<file path="config.mk">
export PLATFORM = sky130hd
export DESIGN_NAME = spi_master
export DESIGN_NICKNAME = d
export VERILOG_FILES = /design/src/rtl/spi_master.sv
export SDC_FILE = /design/constraint.sdc
export NUM_CORES = 1
export LEC_CHECK = 0
export BUFFER_PORTS_ARGS = -buffer_cell sky130_fd_sc_hd__buf_2
export CAP_MARGIN = 40
export CORE_MARGIN = 5
export CORE_UTILIZATION = 45
export CTS_CLUSTER_SIZE = 20
export DETAILED_ROUTE_END_ITERATION = 8
export GPL_ROUTABILITY_DRIVEN = 0
export PLACE_DENSITY_LB_ADDON = 0.12
export SYNTH_ARGS = -nofsm -noshare
export SYNTH_HDL_FRONTEND = slang
export SYNTH_SLANG_ARGS = --single-unit
</file>
<file path="constraint.sdc">
create_clock -name clk -period 1.46 [get_ports clk]
set_input_delay 0.146 -clock clk [delete_from_list [all_inputs] [get_ports clk]]
set_output_delay 0.146 -clock clk [all_outputs]
set_load 0.03 [all_outputs]
</file>
<file path="src/rtl/spi_master.sv">
// spi_master: a single-slave SPI master. It supports all four CPOL/CPHA modes,
// a frame width set at elaboration time and a programmable sclk half-period.
// A frame runs SETUP (clk_div cycles), XFER (2*bits_num sclk edges), HOLD
// (clk_div cycles) and END (one cycle with the tx_end pulse), then returns to IDLE.
module spi_master #(
    parameter logic [1:0] mode     = 2'b00,
    parameter int         bits_num = 8,
    parameter int         clk_div  = 4
) (
    input  logic                clk,
    input  logic                reset,
    input  logic                start,
    input  logic [bits_num-1:0] data_in,
    input  logic                miso,
    output logic                ss,
    output logic                sclk,
    output logic                mosi,
    output logic                tx_end,
    output logic                busy,
    output logic [bits_num-1:0] data_out
);

    localparam logic CPOL = mode[1];
    localparam logic CPHA = mode[0];

    // The half-period counter wraps at clk_div-1.
    // The edge counter counts up to 2*bits_num.
    localparam int DIV_W  = (clk_div > 1) ? $clog2(clk_div) : 1;
    localparam int EDGE_W = $clog2(2 * bits_num + 1);
    localparam logic [DIV_W-1:0]  DIV_LAST   = DIV_W'(clk_div - 1);
    localparam logic [EDGE_W-1:0] EDGE_TOTAL = EDGE_W'(2 * bits_num);

    typedef enum logic [2:0] {
        IDLE  = 3'd0,
        SETUP = 3'd1,
        XFER  = 3'd2,
        HOLD  = 3'd3,
        END   = 3'd4
    } state_t;

    state_t              r_state;
    state_t              w_state_next;
    logic [DIV_W-1:0]    r_div_cnt;
    logic [EDGE_W-1:0]   r_edge_cnt;
    logic [bits_num-1:0] r_tx_shift;
    logic [bits_num-1:0] r_rx_shift;
    logic [bits_num-1:0] r_data_out;
    logic                r_sclk;
    logic                r_mosi;

    logic                w_div_last;
    logic                w_edge_now;
    logic [EDGE_W-1:0]   w_edge_num;
    logic                w_leading;
    logic                w_last_edge;

    // w_edge_num is the number of the sclk edge produced by this clock, if any.
    assign w_div_last  = (r_div_cnt == DIV_LAST);
    assign w_edge_now  = (r_state == XFER) && w_div_last;
    assign w_edge_num  = r_edge_cnt + 1'b1;
    assign w_leading   = w_edge_num[0];
    assign w_last_edge = (w_edge_num == EDGE_TOTAL);

    assign sclk     = r_sclk;
    assign mosi     = r_mosi;
    assign data_out = r_data_out;

    // State register.
    always_ff @(posedge clk) begin
        if (reset) begin
            r_state <= IDLE;
        end else begin
            r_state <= w_state_next;
        end
    end

    // Next-state logic and the state-decoded outputs (ss, busy, tx_end).
    always_comb begin
        w_state_next = r_state;
        ss           = 1'b1;
        busy         = 1'b1;
        tx_end       = 1'b0;
        case (r_state)
            IDLE: begin
                busy = 1'b0;
                if (start) begin
                    w_state_next = SETUP;
                end
            end
            SETUP: begin
                ss = 1'b0;
                if (w_div_last) begin
                    w_state_next = XFER;
                end
            end
            XFER: begin
                ss = 1'b0;
                if (w_edge_now && w_last_edge) begin
                    w_state_next = HOLD;
                end
            end
            HOLD: begin
                ss = 1'b0;
                if (w_div_last) begin
                    w_state_next = END;
                end
            end
            END: begin
                tx_end       = 1'b1;
                w_state_next = IDLE;
            end
            default: begin
                w_state_next = IDLE;
            end
        endcase
    end

    // Datapath: counters, sclk generation, and the tx/rx shift registers.
    // The rx word is committed only on HOLD->END, so an aborted frame never updates it.
    always_ff @(posedge clk) begin
        if (reset) begin
            r_div_cnt  <= '0;
            r_edge_cnt <= '0;
            r_tx_shift <= '0;
            r_rx_shift <= '0;
            r_data_out <= '0;
            r_sclk     <= CPOL;
            r_mosi     <= 1'b0;
        end else begin
            case (r_state)
                IDLE: begin
                    r_div_cnt  <= '0;
                    r_edge_cnt <= '0;
                    r_sclk     <= CPOL;
                    if (start) begin
                        r_tx_shift <= data_in;
                        r_rx_shift <= '0;
                        r_mosi     <= data_in[bits_num-1];
                    end
                end
                SETUP: begin
                    r_div_cnt <= w_div_last ? '0 : r_div_cnt + 1'b1;
                end
                XFER: begin
                    r_div_cnt <= w_div_last ? '0 : r_div_cnt + 1'b1;
                    if (w_edge_now) begin
                        r_sclk     <= ~r_sclk;
                        r_edge_cnt <= w_edge_num;
                        if (!CPHA) begin
                            // Sample on the leading edge; advance mosi on non-final trailing edges.
                            if (w_leading) begin
                                r_rx_shift <= {r_rx_shift[bits_num-2:0], miso};
                            end else if (!w_last_edge) begin
                                r_tx_shift <= {r_tx_shift[bits_num-2:0], 1'b0};
                                r_mosi     <= r_tx_shift[bits_num-2];
                            end
                        end else begin
                            // Drive on the leading edge (edge 1 re-drives the MSB); sample on the trailing edge.
                            if (w_leading) begin
                                if (w_edge_num == EDGE_W'(1)) begin
                                    r_mosi <= r_tx_shift[bits_num-1];
                                end else begin
                                    r_tx_shift <= {r_tx_shift[bits_num-2:0], 1'b0};
                                    r_mosi     <= r_tx_shift[bits_num-2];
                                end
                            end else begin
                                r_rx_shift <= {r_rx_shift[bits_num-2:0], miso};
                            end
                        end
                    end
                end
                HOLD: begin
                    r_div_cnt <= w_div_last ? '0 : r_div_cnt + 1'b1;
                    if (w_div_last) begin
                        r_data_out <= r_rx_shift;
                    end
                end
                default: begin
                    r_div_cnt  <= '0;
                    r_edge_cnt <= '0;
                end
            endcase
        end
    end

endmodule

</file>
==> run metrics, run 1 <==
status=finished clean; critical path, cell by cell=buf_6, or3_4, buf_6; cts bufs inserted=5; switch share=0.226; core area=3360 µm²; PwrDens=937 nW/µm²; antenna violations before repair=0; mux contribution to synthesized area=0.0443; Distinct cells, synth=40; CP Launch Point=r_state[0]; # clock sinks=35; Final Hold Violating Endpoints=0; share of cells above drive strength 1=0.330; Post-Layout Inst Area=2020 µm²; final WL=3580 µm; mapped cell area=1580 µm²; Slowest cell on crit path=dfxtp_4; Clock transition at path regs=110 ps; Synth Area in Compound Gates=0.172; combinational fraction of design power=0.096; GRT Total Usage=0.155; Post-synth EDFFs=0; CP required=1310 ps; commonest non-fill, non-tap cell in the layout=dfxtp_1; Final Max Tran Viols=0; worst-skew pair later-pin latency=340 ps; wire length of the first global-routing pass=6130 µm; CTS H-tree depth=2; Post-synth ARST share=0; Post-Synth XOR/XNOR Area=0.00554; starting density of the core=0.470; total power=1.89 mW; Clock Power Share=0.387; reg2reg start=r_div_cnt[0]; Final Skew=7.59 ps; Post-Synth Adder-Cell Area=0.0158; share of power burned in registers=0.517; Mean Syn Cell Area=8.69 µm²; placed cells=257; placed cell areas=1840 µm²; total net switching power=0.427 mW; Yosys reg bits=35; Worst Setup End Kind=output port; crit path buf inv count=2; total die area=4800 µm²; vias per cell=5.37; largest net degree at the start of global routing=16; diode count=0; sequential area share after synthesis=0.443; Wirelength per Cell=13.4 µm; Top cell by count, worst path=buf_6; LEAKAGE=0.798 nW; root buffer cell=clkbuf_4; Hold/Removal Path Class=in2reg; hold_sp=miso; top cell family by delay on the critical path=flip-flops; syn nets=196; setup slack, reg-to-reg=60 ps; remaining antenna violation count after routing=0; standard-cell rows=21; Final HPWL DP=2570 µm; Initial DRC Count=108; Setup TNS Final=0 ps; worst slew pin tran=402 ps; grt ovf=0; RSZ-0062 raised after global routing=true; type of origin of the critical path=register; fin crit period=1460 ps; CTS Hold Bufs=0; Clock Path Buffers=2; Mapped Cells=182; Max Freq=0.686 GHz; worst vdd ir=444 µV; Vias=1435; dominant synthesized flop cell=dfxtp_1; # setup viols final=0; Tcrit/Tclk final=0.998; Pre-Repair DR Iteration Count=4; CP max FO=4; total of max-cap violations=0; Pint=1.47 mW; Largest stage delay, worst path=370 ps; Yosys warnings=0; crit path kind=reg2out; Top Ports=25; most frequent cells in the layout=dfxtp_1 (28), nand2_1 (26), a21oi_1 (23); # DRC=0; die width=69.3 µm; vias in the first global route=1372; Synth Area in Simple Gates=0.275; CP arrival=1310 ps; Die Y-Extent=69.3 µm; relative slew slack=0.732; CTS tree=done; final net count=234; Area growth syn-to-layout=27.8%; Finished Layout Cells=267; buffers added on ports=24; main combinational cell family by area after synthesis=simple AND/OR/NAND/NOR gates
-- state kept, by name, indices dropped and copies added, names as in the netlist --
| register | cells |
|---|---|
| r_edge_cnt | 5 |
| data_out | 8 |
| mosi | 1 |
| r_tx_shift | 7 |
| r_rx_shift | 8 |
| r_state | 3 |
| sclk | 1 |
| r_div_cnt | 2 |
-- cells by family after synthesis --
group,after synthesis
buffers and inverters,14
xor gates and xnor gates,1
AOI/OAI and AO/OA,43
DFF,35
adders and majority gates,2
muxes,7
and+or+nand+nor,80
-- cell usage after synthesis (2+ instances only) --
library cell / instances / area, µm²
nand2_1: 26 / 97.6
o211ai_1: 7 / 52.6
a211oi_1: 3 / 22.5
mux2i_1: 7 / 70.1
a21oi_1: 23 / 115
nor2b_1: 3 / 18.8
and2_1: 2 / 12.5
or2_2: 2 / 12.5
nor3_1: 2 / 10.0
ha_1: 2 / 25.0
nand2b_1: 16 / 100
or3_1: 2 / 12.5
clkbuf_1: 6 / 22.5
a41oi_1: 2 / 17.5
nor3_2: 2 / 20.0
nor2_1: 7 / 26.3
buf_4: 2 / 15.0
dfxtp_1: 35 / 701
nand4_1: 8 / 50.1
buf_2: 3 / 15.0
nand3_1: 3 / 15.0
-- power by group through the flow --
stage / combinational [mW] / sequential, mW / clock, mW
after floorplan: 0.0998 / 1.00 / 0
after global placement: 0.158 / 1.01 / 0
after detailed placement: 0.162 / 1.01 / 0
after CTS: 0.180 / 0.980 / 0.751
after global routing: 0.198 / 0.983 / 0.803
final: 0.182 / 0.980 / 0.733
-- metal layers --
metal  routed length [µm]  vias to the layer above  global-route usage
met5                    0                        -                   0
met4                   95                        0              0.0759
met3                  172                       12              0.0406
met2                 1720                       34               0.246
met1                 1600                      667               0.193
li1                     -                      722                   -
-- final cells by class --
class                      instances  area [µm²]
fill                             328        1340
multi-input combinational        133         856
timing repair buffer              43         298
sequential                        35         717
clock inverter                     2        35.0
inverter                           2        7.51
clock buffer                       6        51.3
tap                               46        57.6
-- what timing repair did --
| item | CTS | global route |
|---|---|---|
| pin swaps | 1 | 2 |
| gates cloned | 0 | 0 |
| endpoints found under the setup margin | 21 | 19 |
| buffers inserted | 1 | 1 |
| gates resized for setup | 19 | 8 |
-- tightest hold or removal path, cell delays in order --
cell	delay, ps
buf_2	100
nand4_1	70
a21oi_1	60
-- per-stage QoR --
stage | hold slack [ps] | util | worst slack, ps
floorplan | 317 | - | 22.8
global placement | 412 | 0.547 | 1.52
detailed placement | 424 | 0.547 | -43.4
CTS | 65.0 | 0.592 | -10.8
global route | 75.1 | 0.601 | -45.0
finish | 70.9 | 0.601 | 2.22
-- worst paths after layout --
kind | end | cells past startpoint
max | busy | 3
max reg2reg | r_tx_shift[1] | 6
min | r_rx_shift[0] | 3
min reg2reg | r_div_cnt[0] | 1
No activity file was read; power rests on OpenSTA's default activity.
==> run 2, diff against run 1 <==
Settings changed: CORE_UTILIZATION 45 to 49, RECOVER_POWER set to 50.
==> run 2 against run 1 <==
Register-to-register slack about the same. Final cell count up 0.37%. Sequential cell count unchanged. First-iteration DRC count down 8.3%. Global-route usage up 2.4 points. Clock power down 18%. Via count down 1.6%. Non-clock buffer count up 3. Power down 6.7%. Critical path type unchanged.
==> run metrics, run 2 (same netlist as run 1, synthesis figures left out) <==
status=finished clean; Top Ports=25 (unchanged); top cell family by delay on the critical path=flip-flops; GRT Total Usage=0.179 (+0.0240); CP arrival=1300 ps (about the same); Initial DRC Count=99 (-8.3%); Slowest cell on crit path=dfxtp_4; Post-Layout Inst Area=2030 µm² (+0.50%); Vias=1412 (-1.6%); Wirelength per Cell=12.8 µm (-4.2%); Area growth syn-to-layout=28.5%; CP required=1310 ps (about the same); Worst Setup End Kind=output port; largest net degree at the start of global routing=23 (+7); worst slew pin tran=412 ps (+10.3 ps); Top cell by count, worst path=buf_6; total die area=4460 µm² (-7.0%); buffers added on ports=24 (unchanged); share of cells above drive strength 1=0.290 (-0.0401); fin crit period=1450 ps (-9.45 ps); reg2reg start=r_div_cnt[1]; Final Max Tran Viols=0 (unchanged); Clock Path Buffers=2 (unchanged); total power=1.77 mW (-6.7%); Post-Route Utilization=0.660 (+0.0590); cts bufs inserted=5 (unchanged); most frequent cells in the layout=dfxtp_1 (30), nand2_1 (26), a21oi_1 (23); Hold WS=88.0 ps (+17.2 ps); placed cell areas=1840 µm² (-0.14%); vias per cell=5.27 (-2.0%); type of origin of the critical path=register; CTS Hold Bufs=0 (unchanged); # clock sinks=35 (unchanged); # setup viols final=0 (unchanged); CP Launch Point=r_state[0]; final WL=3440 µm (-3.8%); Die Y-Extent=66.8 µm (-3.6%); PwrDens=870 nW/µm² (-7.2%); worst-skew pair later-pin latency=350 ps (about the same); grt ovf=0 (unchanged); final net count=237 (+1.3%); commonest non-fill, non-tap cell in the layout=dfxtp_1; Max Freq=0.690 GHz (+0.65%); CTS tree=done; antenna violations before repair=0 (unchanged); LEAKAGE=0.765 nW (-4.1%); final worst slack=11.7 ps (+9.45 ps); CP max FO=4 (unchanged); Final Skew=10.1 ps (+2.55 ps); hold_sp=miso; DP Worst Slack=-7.21 ps (+36.2 ps); RSZ-0062 raised after global routing=true; relative slew slack=0.725 (-0.00686); remaining antenna violation count after routing=0 (unchanged); Final HPWL DP=2440 µm (-5.2%); crit path kind=reg2out; crit path buf inv count=2 (unchanged); standard-cell rows=20 (-4.8%); total of max-cap violations=0 (unchanged); worst vdd ir=585 µV (+32%); core area=3080 µm² (-8.5%); placed cells=255 (-0.78%); Final Hold Violating Endpoints=0 (unchanged); Hold/Removal Path Class=in2reg; Setup TNS Final=0 ps (unchanged); Finished Layout Cells=268 (+0.37%); vias in the first global route=1381 (+0.66%); diode count=0 (unchanged); Pre-Repair DR Iteration Count=4 (unchanged); root buffer cell=clkbuf_4; CTS H-tree depth=2 (unchanged); wire length of the first global-routing pass=5890 µm (-3.9%); Clock transition at path regs=100 ps (about the same); Largest stage delay, worst path=360 ps (about the same); # DRC=0 (unchanged); starting density of the core=0.514 (+0.0436); Tcrit/Tclk final=0.992 (-0.00647); die width=66.8 µm (-3.6%); critical path, cell by cell=buf_6, or3_4, buf_6
==> run 2: cell count changes in the layout (fill, tap and decap cells not counted), moves of 2 or more <==
cell,change
buf_2,-10
dfxtp_2,-2
clkbuf_1,+10
buf_6,+2
dfxtp_1,+2
==> run 2: cell type report <==
cell class / count / area, µm²
inverters: 2 / 7.51
flip-flops and latches: 35 / 714
repair buffers: 46 / 315
clock buffers: 7 / 65.1
fillers: 276 / 1050
well taps: 44 / 55.1
multi-input cells: 133 / 867
clock inverters: 1 / 7.51
==> run 2: report_power, final <==
| group | internal (mW) | total [mW] | leakage, nW | switching (mW) |
|---|---|---|---|---|
| clock network | 0.281 | 0.602 | 0.0375 | 0.321 |
| logic | 0.0967 | 0.185 | 0.441 | 0.0884 |
| registers | 0.970 | 0.980 | 0.287 | 0.0106 |
==> run 2: what timing repair did <==
item | 4_1_cts | 5_1_grt
pin swaps | 1 | 5
endpoints found under the setup margin | 10 | 31
setup buffers | 3 | 2
gates cloned | 0 | 0
gates resized for setup | 12 | 16
==> run 2: final timing paths <==
| kind | depth (start not counted) | end | slack [ps] |
|---|---|---|---|
| worst max-delay path | 3 | busy | 10 |
| worst min register to register | 1 | r_div_cnt[0] | 430 |
| worst min-delay path | 3 | r_rx_shift[0] | 90 |
| worst max register to register | 6 | r_tx_shift[5] | 60 |
==> run 2: worst register-to-register path: stages (launching register included) <==
cell,delay [ps]
dfxtp_1,370
ha_4,170
and3_4,180
o21ai_2,50
a41o_1,250
buf_12,150
mux2i_1,120
==> run 2: metal layers <==
| layer | track usage | part of all wire |
|---|---|---|
| met5 | 0 | 0 |
| met1 | 0.185 | 0.43 |
| met2 | 0.297 | 0.49 |
| met4 | 0.117 | 0.026 |
| met3 | 0.0691 | 0.056 |
